$ cat config.mk
export PLATFORM = sky130hd
export DESIGN_NAME = euler_run_sequencer
export DESIGN_NICKNAME = d
export VERILOG_FILES = /design/src/rtl/euler_pkg.sv /design/src/rtl/euler_run_timer.sv /design/src/rtl/euler_run_sequencer.sv
export SDC_FILE = /design/constraint.sdc
export NUM_CORES = 1
export LEC_CHECK = 0
export CAP_MARGIN = 10
export CORE_ASPECT_RATIO = 1.5
export CORE_MARGIN = 2
export CORE_UTILIZATION = 43
export DETAILED_ROUTE_END_ITERATION = 8
export PLACE_DENSITY_LB_ADDON = 0.2
export SYNTH_ARGS = -nofsm -noshare
export SYNTH_HDL_FRONTEND = slang
export SYNTH_HIERARCHICAL = 1
export SYNTH_SLANG_ARGS = --single-unit
$ cat constraint.sdc
create_clock -name clk -period 3.6 [get_ports clk]
set_clock_uncertainty 0.1 [all_clocks]
set_input_delay 0.72 -clock clk [delete_from_list [all_inputs] [get_ports clk]]
set_output_delay 0.72 -clock clk [all_outputs]
set_load 0.02 [all_outputs]
$ cat src/rtl/euler_pkg.sv
// Shared types for the Euler run sequencer: FSM state encoding, record status
// codes and the width of the cycle counter.
package euler_pkg;

  localparam int CYC_W = 32;

  typedef enum logic [2:0] {
    S_IDLE,
    S_RELEASE,
    S_RUN,
    S_REPORT,
    S_FINISH
  } state_e;

  typedef enum logic [1:0] {
    ST_OK      = 2'b00,
    ST_ERR     = 2'b01,
    ST_TIMEOUT = 2'b10
  } status_e;

endpackage

$ cat src/rtl/euler_run_timer.sv
// Per-run cycle counter: cleared on release, counts while a solver runs,
// saturates at all ones and flags the last cycle before timeout.
module euler_run_timer
  import euler_pkg::*;
#(
  parameter int TIMEOUT_CYCLES = 1_000_000
) (
  input  logic             clk,
  input  logic             rst,
  input  logic             clr_i,
  input  logic             en_i,
  output logic [CYC_W-1:0] count_o,
  output logic             last_o
);

  localparam logic [CYC_W-1:0] LAST_CNT = CYC_W'(TIMEOUT_CYCLES - 1);

  logic [CYC_W-1:0] count_q, count_d;

  always_comb begin
    count_d = count_q;
    if (clr_i)
      count_d = '0;
    else if (en_i && (count_q != '1))
      count_d = count_q + CYC_W'(1);
  end

  always_ff @(posedge clk or posedge rst) begin
    if (rst) count_q <= '0;
    else     count_q <= count_d;
  end

  assign count_o = count_q;
  assign last_o  = en_i && (count_q == LAST_CNT);

endmodule

$ cat src/rtl/euler_run_sequencer.sv
// Sweeps over NUM_SOLVERS solver cores one at a time: releases each from reset,
// waits for done/error/timeout, and hands a result record to the consumer.
module euler_run_sequencer
  import euler_pkg::*;
#(
  parameter int NUM_SOLVERS    = 4,
  parameter int RESULT_W       = 40,
  parameter int TIMEOUT_CYCLES = 1_000_000
) (
  input  logic                            clk,
  input  logic                            rst,
  input  logic                            start,
  output logic [NUM_SOLVERS-1:0]          solver_rst,
  input  logic [NUM_SOLVERS-1:0]          solver_done,
  input  logic [NUM_SOLVERS-1:0]          solver_error,
  input  logic [NUM_SOLVERS*RESULT_W-1:0] solver_result,
  output logic                            busy,
  output logic                            res_valid,
  input  logic                            res_ready,
  output logic [3:0]                      res_id,
  output logic [1:0]                      res_status,
  output logic [RESULT_W-1:0]             res_data,
  output logic [31:0]                     res_cycles,
  output logic                            all_done
);

  localparam int               IDX_W    = (NUM_SOLVERS > 1) ? $clog2(NUM_SOLVERS) : 1;
  localparam logic [IDX_W-1:0] LAST_IDX = IDX_W'(NUM_SOLVERS - 1);
  localparam logic [CYC_W-1:0] TMO_CYC  = CYC_W'(TIMEOUT_CYCLES);

  state_e                state_q, state_d;
  logic [IDX_W-1:0]      idx_q, idx_d;
  logic [3:0]            id_q, id_d;
  status_e               status_q, status_d;
  logic [RESULT_W-1:0]   data_q, data_d;
  logic [CYC_W-1:0]      cycles_q, cycles_d;

  logic [NUM_SOLVERS-1:0][RESULT_W-1:0] result_arr;
  logic                  sel_done, sel_error;
  logic [RESULT_W-1:0]   sel_result;
  logic                  active;
  logic                  tmr_clr, tmr_en, tmr_last;
  logic [CYC_W-1:0]      tmr_count;

  assign result_arr = solver_result;
  assign sel_done   = solver_done[idx_q];
  assign sel_error  = solver_error[idx_q];
  assign sel_result = result_arr[idx_q];

  assign active    = (state_q == S_RELEASE) || (state_q == S_RUN);
  assign tmr_clr   = (state_q == S_RELEASE);
  assign tmr_en    = (state_q == S_RUN);
  assign busy      = (state_q != S_IDLE);
  assign res_valid = (state_q == S_REPORT);
  assign all_done  = (state_q == S_FINISH);

  // Only the selected solver is out of reset, and only while it is running.
  for (genvar g = 0; g < NUM_SOLVERS; g++) begin : g_rst
    assign solver_rst[g] = !(active && (idx_q == IDX_W'(g)));
  end

  euler_run_timer #(
    .TIMEOUT_CYCLES(TIMEOUT_CYCLES)
  ) u_timer (
    .clk     (clk),
    .rst     (rst),
    .clr_i   (tmr_clr),
    .en_i    (tmr_en),
    .count_o (tmr_count),
    .last_o  (tmr_last)
  );

  always_comb begin
    state_d  = state_q;
    idx_d    = idx_q;
    id_d     = id_q;
    status_d = status_q;
    data_d   = data_q;
    cycles_d = cycles_q;
    case (state_q)
      S_IDLE: begin
        if (start) begin
          idx_d   = '0;
          state_d = S_RELEASE;
        end
      end
      S_RELEASE: state_d = S_RUN;
      S_RUN: begin
        // Error outranks done, and both outrank the timeout on the last cycle.
        if (sel_error) begin
          status_d = ST_ERR;
          data_d   = sel_result;
          cycles_d = tmr_count;
          state_d  = S_REPORT;
        end else if (sel_done) begin
          status_d = ST_OK;
          data_d   = sel_result;
          cycles_d = tmr_count;
          state_d  = S_REPORT;
        end else if (tmr_last) begin
          status_d = ST_TIMEOUT;
          data_d   = '0;
          cycles_d = TMO_CYC;
          state_d  = S_REPORT;
        end
        if (state_d == S_REPORT) id_d = 4'(idx_q);
      end
      S_REPORT: begin
        if (res_ready) begin
          if (idx_q == LAST_IDX) begin
            state_d = S_FINISH;
          end else begin
            idx_d   = idx_q + IDX_W'(1);
            state_d = S_RELEASE;
          end
        end
      end
      S_FINISH: state_d = S_IDLE;
      default:  state_d = S_IDLE;
    endcase
  end

  always_ff @(posedge clk or posedge rst) begin
    if (rst) begin
      state_q  <= S_IDLE;
      idx_q    <= '0;
      id_q     <= '0;
      status_q <= ST_OK;
      data_q   <= '0;
      cycles_q <= '0;
    end else begin
      state_q  <= state_d;
      idx_q    <= idx_d;
      id_q     <= id_d;
      status_q <= status_d;
      data_q   <= data_d;
      cycles_q <= cycles_d;
    end
  end

  assign res_id     = id_q;
  assign res_status = status_q;
  assign res_data   = data_q;
  assign res_cycles = cycles_q;

endmodule

# Word-level counts from Yosys, hierarchy flattened
# Cells that the tools add are included.
[word_totals]
regBits = 113
input_bits = 172
[classes]
n_addsub = 2
magnitude_cmp = 1
eq_ne = 13
n_mux = 29
reduce_logical = 21
[op_table]
columns = ["op", "n"]
rows = [
  ["2-to-1 mux 32 bit", 5],
  ["2-to-1 mux 40 bit", 4],
  ["binary-select mux 40 bit (select 2 bit)", 1],
  ["adder 32 x 1 -> 32 bit (second input constant)", 1],
  ["equality test 32 x 20 -> 1 bit (second input constant)", 1],
  ["!= test 32 bit (second input constant)", 1],
  ["2-to-1 mux 3 bit", 7],
  ["2-to-1 mux 2 bit", 6],
  ["case mux 3 bit (4 select lines)", 1],
  ["equality test 3 x 2 -> 1 bit (second input constant)", 3],
  ["logical AND 1 bit", 6],
  ["AND reduction 2 bit", 3],
  ["nonzero test 3 bit", 2],
  ["binary-select mux 1 bit (select 2 bit)", 2],
  ["equality test 2 bit (second input constant)", 2],
  ["logical NOT 1 bit", 4],
  ["!= test 2 bit (second input constant)", 2],
  ["case mux 2 bit (2 select lines)", 1],
  ["AND reduction 4 bit", 1],
  ["nonzero test 2 bit", 2],
  ["equality test 3 x 1 -> 1 bit (second input constant)", 1],
  ["equality test 3 bit (second input constant)", 1],
  ["logical NOT 3 bit", 1],
  ["less-than comparator 2 x 3 -> 1 bit (second input constant)", 1],
  ["6 further kinds", 7],
]

# Logic depth before layout (Yosys ltp)
# Gate-level depths: netlist (run 1).
[depth]
ltp_word = 8
ltp_mapped = 11
mapped_depth_nobuf = 9

# Cells and area by module
# The synthesis (run 1) kept the hierarchy.
[by_module_without_submodules]
columns = ["module", "instances", "cells_each", "area_per_inst_um2", "seq_area_each_um2"]
rows = [
  ["euler_run_sequencer", 1, 285, 4139.0, 2026.9],
  ["euler_run_timer", 1, 204, 1920.6, 800.8],
]

# Least setup slack after synthesis (run 1)
# OpenSTA, ideal clock, no wires.
[synth_timing]
path_kind = "flip-flop to flip-flop"
from = "register state_q[2]"
to = "register data_q[0], in the netlist res_data[0]"
setup_ps = 121
arrival_ps = 2771
setup_slack_ps = 608
stages_incl_launch_ff = 12
path_buffers = 2
synth_period_minus_slack_ps = 2992
cell_sequence = "dfrtp_1 nand2b_1 nor2_2 inv_1 nor4_1 nand4_1 nor4_1 or2_2 o221ai_1 buf_2 buf_2 a22o_1"
[synth_via]
elab_chain_len = 4
[synth_rtl]
columns = ["item", "line", "rtl"]
rows = [
  ["from (decl)", "euler_run_sequencer.sv:31", "state_e state_q, state_d;"],
  ["from (signal assigned)", "euler_run_sequencer.sv:132", "state_q <= state_d;"],
  ["equality test 3 x 2 -> 1 bit", "euler_run_sequencer.sv:52", "assign tmr_en = (state_q == S_RUN);"],
  ["net tmr_en", "euler_run_sequencer.sv:42", "logic tmr_clr, tmr_en, tmr_last;"],
  ["logical AND 1 bit", "euler_run_timer.sv:34", "assign last_o = en_i && (count_q == LAST_CNT);"],
  ["net tmr_last", "euler_run_sequencer.sv:42", ""],
  ["nonzero test 3 bit (no line)", "n/a", ""],
  ["AND reduction 2 bit (no line)", "n/a", ""],
  ["to (signal assigned)", "euler_run_sequencer.sv:136", "data_q <= data_d;"],
  ["to (decl)", "euler_run_sequencer.sv:35", "logic [RESULT_W-1:0] data_q, data_d;"],
]
# The timed path passes the listed nets, and every way through them passes these cells.
# A chain may end at the register's enable or synchronous reset.

# Final worst setup path (run 1)
[layout_timing]
from = "register state_q[2]"
to = "register id_q[1], in the netlist res_id[1]"
[layout_via]
elab_chain_len = 8
[layout_rtl]
columns = ["item", "line", "rtl"]
rows = [
  ["equality test 3 x 2 -> 1 bit", "euler_run_sequencer.sv:52", ""],
  ["net tmr_en", "euler_run_sequencer.sv:42", ""],
  ["logical AND 1 bit", "euler_run_timer.sv:34", ""],
  ["net tmr_last", "euler_run_sequencer.sv:42", ""],
  ["2-to-1 mux 3 bit", "euler_run_sequencer.sv:100", "end else if (tmr_last) begin"],
  ["2-to-1 mux 3 bit", "euler_run_sequencer.sv:95", "end else if (sel_done) begin"],
  ["2-to-1 mux 3 bit", "euler_run_sequencer.sv:90", "if (sel_error) begin"],
  ["2-to-1 mux 3 bit", "euler_run_sequencer.sv:80", "case (state_q)"],
  ["equality test 3 x 2 -> 1 bit", "euler_run_sequencer.sv:106", "if (state_d == S_REPORT) id_d = 4'(idx_q);"],
  ["AND reduction 2 bit (no line)", "n/a", ""],
  ["to (signal assigned)", "euler_run_sequencer.sv:134", "id_q <= id_d;"],
  ["to (decl)", "euler_run_sequencer.sv:33", "logic [3:0] id_q, id_d;"],
]
# The timed path passes the listed nets, and every way through them passes these cells. The select of a mux whose other input is x is not followed.

==> results of run 1 <==
-- area by class of cell --
type | count | area (µm²) | area share
clock buffers | 24 | 522 | 0.0560
diodes | 1 | 2.50 | 0.000268
flip-flops and latches | 113 | 2830 | 0.304
well taps | 165 | 206 | 0.0221
inverters | 13 | 50.0 | 0.00537
clock inverters | 5 | 75.1 | 0.00805
repair buffers | 266 | 2660 | 0.285
multi-input cells | 326 | 2980 | 0.320
-- logic make-up after synthesis --
group,after synthesis
buffers and inverters,51
and+or+nand+nor,128
DFF,113
other,1
adders and majority gates,5
xor gates and xnor gates,19
muxes,44
AOI/OAI and AO/OA,128
-- registers in the layout (all words and copies together) (netlist names) --
signal / cells
res_cycles: 32
res_id: 2
res_status: 2
u_timer/count_o: 32
state_q: 3
res_data: 40
idx_q: 2
-- placed cells by master, fill, tap and decap left out, drive strengths merged, types with 2 or more instances in the layout --
cell type        n
or2              2
dfrtp          113
nand3b           2
nor2            36
nand2           18
nand4           16
o31ai            3
o211ai           7
xor2            12
mux4            42
or3              8
nor3            10
a21oi           16
o2111ai          3
bufinv           2
o22a             7
nand2b           3
and2             2
a2111oi          2
buf             12
and3             6
a22o            66
clkbuf          24
nand3            6
conb             2
o21ai           12
xnor2            7
nor4             8
ha               5
clkinv           4
clkdlybuf4s50  254
o221ai           2
or4              8
nor4b            2
inv             12
a211oi           3
-- power breakdown --
group,switching [mW],internal [mW]
registers,0.271,1.59
clock network,0.547,1.13
logic,1.48,1.53
-- stage by stage --
stage | utilization | area [µm²] | worst slack, ps | std cells | power [mW]
after floorplan | - | 6060 | 608 | 490 | 3.70
after global routing | 0.669 | 9320 | 41.0 | 913 | 6.88
final | 0.669 | 9320 | 420 | 913 | 6.54
after global placement | 0.626 | 8720 | 535 | 883 | 4.82
after CTS | 0.669 | 9320 | 419 | 912 | 6.60
after detailed placement | 0.626 | 8720 | 419 | 883 | 4.91
-- path summary, 6_finish.rpt --
path | startpoint | endpoint | cells past startpoint
min in group asynchronous | rst | res_cycles[5] | 2
hold / removal | res_cycles[17] | res_cycles[17] | 1
setup reg to reg | state_q[2] | res_id[1] | 11
hold reg to reg | res_cycles[17] | res_cycles[17] | 1
setup / recovery | state_q[2] | res_id[1] | 11
max in group asynchronous | rst | idx_q[0] | 3
-- metal layers --
layer,wire [µm],global-route usage,vias up,part of all wire
met5,0,0,-,0
met2,10500,0.471,270,0.54
li1,-,-,2404,-
met4,599,0.101,0,0.031
met3,1620,0.0862,45,0.084
met1,6610,0.285,2679,0.34
==> qor.yml, run 1 <==
cts:
  cts_setup_buffers: 0
  clock-root-buffer: "clkbuf_16"
  cts_tree: "yes"
  cts_sinks: 113
  hold_buffers: 0
  post_cts_resized: 0
  cts_buffers: 17
  cts_htree_levels: 4
  clockBufferDepth: 2
  clkTransAtPathRegs_ps: 50
  clock_latency_ps: 410
flow_run:
  maxCapViolations: 0
synth:
  synth-compound-area-share: 0.172
  yosys-top-cells-count: "113 x dfrtp_1, 66 x a22o_1, 42 x mux4_2, 35 x nor2_1, 18 x nand2_1"
  yosys.area.top_type: "dfrtp_1"
  yosysTopAreaCellShare: 0.467
  ys.warnings.count: 6
  synth-simple-area-share: 0.117
  synthTopCellsByArea: "dfrtp_1 47%, mux4_2 16%, a22o_1 9.5%"
  synth.most_common_cell: "dfrtp_1"
  synth_edf_count: 0
  muxShareOfSynthArea: 0.160
  yosys.cell_types.count: 58
  yosysSeqAreaShare: 0.467
  synth-xor-area-share: 0.0275
  netlist_area_um2: 6060
  ys_seq_elements: 113
  synthAdderAreaFrac: 0.0103
  syn_area_per_cell_um2: 12.4
  synth_top_family_by_area: "compound AO/OA/AOI/OAI gates"
  synth-async-reset-ratio: 1.00
  synthFlopType: "dfrtp_1"
  syn-instance-count: 489
floorplanning:
  rows: 53
  core_um2: 13900
  start_util: 0.435
  die_h_um: 149
  ios: 257
  fp.dieW_um: 101
  dieArea_um2: 15100
sta:
  rsz0062_at_grt: "no"
  whs_ps: 382
  finalSetupViolCount: 0
  finalHoldViolations: 0
  tightest_slew_ps: 894
  max_freq_mhz: 314
  slew_viol_final: 0
  fin_crit_sh: 0.883
  maxSlewHeadroom: 0.399
  fin_tns_setup_ps: 0
  post-route-min-period_ps: 3180
worst_setup_path:
  cp.required_ps: 3790
  cp_cell_sequence: "nand2b_1, nor2_2, inv_1, nor4_1, nand4_1, nor4_1, buf_4, nand2b_1, o221ai_4, buf_12, mux2_2"
  critPathTopFamily: "simple AND/OR/NAND/NOR gates"
  start_kind: "register"
  worstPathBufferInverterCount: 3
  critPathKind: "register to register"
  crit_path_max_fanout: 41
  slowest_stage: "dfrtp_1"
  slowest_delay_ps: 440
  worstPathArrival_ps: 3370
  setup.worst_path.end_class: "register"
  ff2ff_setup_slack_ps: 420
finish:
  fill_cells: 1078
  fin_nets: 914
  syn2layout_area_growth_pct: 53.9
  layout-drive-gt1-share: 0.142
global_routing:
  grt-ovfl-total: 0
  grt.total_usage: 0.263
  grt_pass1_wl_mm: 29.9
  grt_max_degree: 67
  grt_pass1_vias: 5783
  antenna_found_initial: 1
pwr:
  vdd_drop_max_mv: 0.464
  powerDensity_nw_per_um2: 702
  p_leak_nw: 3.78
drt:
  viasPerCell: 5.91
  avgRoutedWirePerCell_um: 21.1
  drt_first_iter_violations: 298
  vias: 5398
  ant_nets: 0
  drc: 0
  wl_mm: 19.3
  dr.pass1.iters: 5
status:
  status: "completed"
worst_hold_path:
  hp-class: "register to register"
place:
  place_hpwl_mm: 14.9
  io_buffers: 254
  routabilityCongestion: 0.919
Note: power is estimated with default switching activity, not from simulation.
==> run 2: changes to the inputs <==
--- a/config.mk
+++ b/config.mk
@@ -11,6 +11,8 @@
 export CORE_UTILIZATION = 43
 export DETAILED_ROUTE_END_ITERATION = 8
 export PLACE_DENSITY_LB_ADDON = 0.2
+export SETUP_SLACK_MARGIN = 0.4
+export SKIP_LAST_GASP = 1
 export SYNTH_ARGS = -nofsm -noshare
 export SYNTH_HDL_FRONTEND = slang
 export SYNTH_HIERARCHICAL = 1
==> run 2 against run 1 <==
Via count rose by 0.98%. Non-clock buffer count rose by 2. Largest power group unchanged. Clock-buffer cell count unchanged. Sequential power hardly changed.
==> qor.yml, run 2 (same netlist as run 1, synthesis figures left out) <==
status:
  status: "completed"
cts:
  clockBufferDepth: 2  # unchanged
  hold_buffers: 0  # unchanged
  cts_buffers: 17  # unchanged
  cts_htree_levels: 4  # unchanged
  clkTransAtPathRegs_ps: 50  # about the same
  cts_sinks: 113  # unchanged
  cts_tree: "yes"
  clock_latency_ps: 410  # about the same
  clock-root-buffer: "clkbuf_16"
floorplanning:
  ios: 257  # unchanged
  start_util: 0.435  # unchanged
  rows: 53  # unchanged
  die_h_um: 149  # unchanged
  fp.dieW_um: 101  # unchanged
  core_um2: 13900  # unchanged
  dieArea_um2: 15100  # unchanged
sta:
  post-route-min-period_ps: 2950  # -228 ps
  fin_tns_setup_ps: 0  # unchanged
  slew_viol_final: 0  # unchanged
  maxSlewHeadroom: 0.403  # +0.00426
  fin_crit_sh: 0.820  # -0.0633
  finalHoldViolations: 0  # unchanged
  tightest_slew_ps: 888  # -6.33 ps
  rsz0062_at_grt: "no"
  max_freq_mhz: 339  # +7.7%
  finalSetupViolCount: 0  # unchanged
pwr:
  powerDensity_nw_per_um2: 704  # +0.31%
  power.total_mw: 6.60  # +0.85%
  vdd_drop_max_mv: 0.467  # +0.55%
  p_leak_nw: 3.81  # +0.70%
worst_setup_path:
  crit_path_max_fanout: 29  # -29%
  worstPathArrival_ps: 2130  # -1240 ps
  critPathKind: "register to output pin"
  start_kind: "register"
  slowest_delay_ps: 650  # +210 ps
  slowest_stage: "dfrtp_4"
  cp.required_ps: 2780  # -1010 ps
  cp_cell_sequence: "inv_1, ha_1, nand2_1, clkdlybuf4s50_1"
  setup.worst_path.end_class: "output pin"
drt:
  drc: 0  # unchanged
  viasPerCell: 5.95  # +0.65%
  wl_mm: 19.8  # +2.6%
  ant_nets: 0  # unchanged
  drt_first_iter_violations: 352  # +18%
  vias: 5451  # +0.98%
  avgRoutedWirePerCell_um: 21.6  # +2.3%
  dr.pass1.iters: 7  # +2
finish:
  layout_commonest_cell: "clkdlybuf4s50_1"
  regArea_um2: 2830  # about the same
  utilization: 0.673  # +0.00359
  layout-drive-gt1-share: 0.148  # +0.00610
  syn2layout_area_growth_pct: 54.7
  final_cell_mix: "254 x clkdlybuf4s50_1, 111 x dfrtp_1, 66 x a22o_1, 42 x mux4_2, 35 x nor2_1"
  multiInputGateArea_um2: 3010  # +1.1%
  fill_cells: 1070  # -0.74%
  fin_nets: 917  # +0.33%
  largest_register_ffs: 40  # unchanged
global_routing:
  grt_pass1_wl_mm: 29.9  # unchanged
  grt.total_usage: 0.263  # unchanged
  grt-ovfl-total: 0  # unchanged
  grt_pass1_vias: 5783  # unchanged
  grt_max_degree: 67  # unchanged
  antenna_found_initial: 1  # unchanged
flow_run:
  maxCapViolations: 0  # unchanged
place:
  io_buffers: 254  # unchanged
  place_hpwl_mm: 14.9  # unchanged
  routabilityCongestion: 0.919  # unchanged
worst_hold_path:
  hp-class: "register to register"
[run 2: path summary, 6_finish.rpt]
check                           slack, ps      startpoint  cells past startpoint        endpoint
worst max register to register        750      state_q[2]                     11       res_id[1]
worst min-delay path                  380  res_cycles[17]                      1  res_cycles[17]
worst min register to register        380  res_cycles[17]                      1  res_cycles[17]
worst max-delay path                  650        idx_q[1]                      4   solver_rst[0]
max in group asynchronous            2230             rst                      3        idx_q[1]
min in group asynchronous             510             rst                      2   res_cycles[5]
[run 2: cell type report]
class,count,area share
clock inverter,5,0.00801
inverter,13,0.00534
antenna,1,0.000267
clock buffer,24,0.0557
sequential,113,0.302
multi-input combinational,327,0.321
tap,165,0.0220
timing repair buffer,268,0.285
[run 2: per-layer routing]
| layer | GRT usage | wire (µm) | up-vias |
|---|---|---|---|
| li1 | - | - | 2417 |
| met2 | 0.471 | 10800 | 285 |
| met5 | 0 | 0 | - |
| met1 | 0.285 | 6790 | 2701 |
| met3 | 0.0862 | 1660 | 48 |
| met4 | 0.101 | 595 | 0 |
[run 2: stage by stage]
step,setup slack (ps),std cells,area (µm²),hold slack (ps)
after floorplan,608,490,6060,367
after global placement,535,883,8720,378
after detailed placement,419,883,8720,376
after CTS,419,912,9320,387
after global routing,487,916,9370,397
final,647,916,9370,381
[run 2: timing repair]
item	4_1_cts	5_1_grt
resized for setup	0	4
setup buffers	0	2
endpoints found under the setup margin	0	67
[run 2: power by group]
part / internal [mW] / switching [mW] / leakage (nW)
combinational: 1.54 / 1.51 / 2.02
sequential: 1.60 / 0.271 / 1.49
clock: 1.13 / 0.553 / 0.300
[run 2: worst max-delay path, delay by kind of cell (launching register included)]
family | cells | cell delay (ps)
adders and majority gates | 1 | 210
buffers and inverters | 2 | 760
DFF | 1 | 650
and+or+nand+nor | 1 | 100
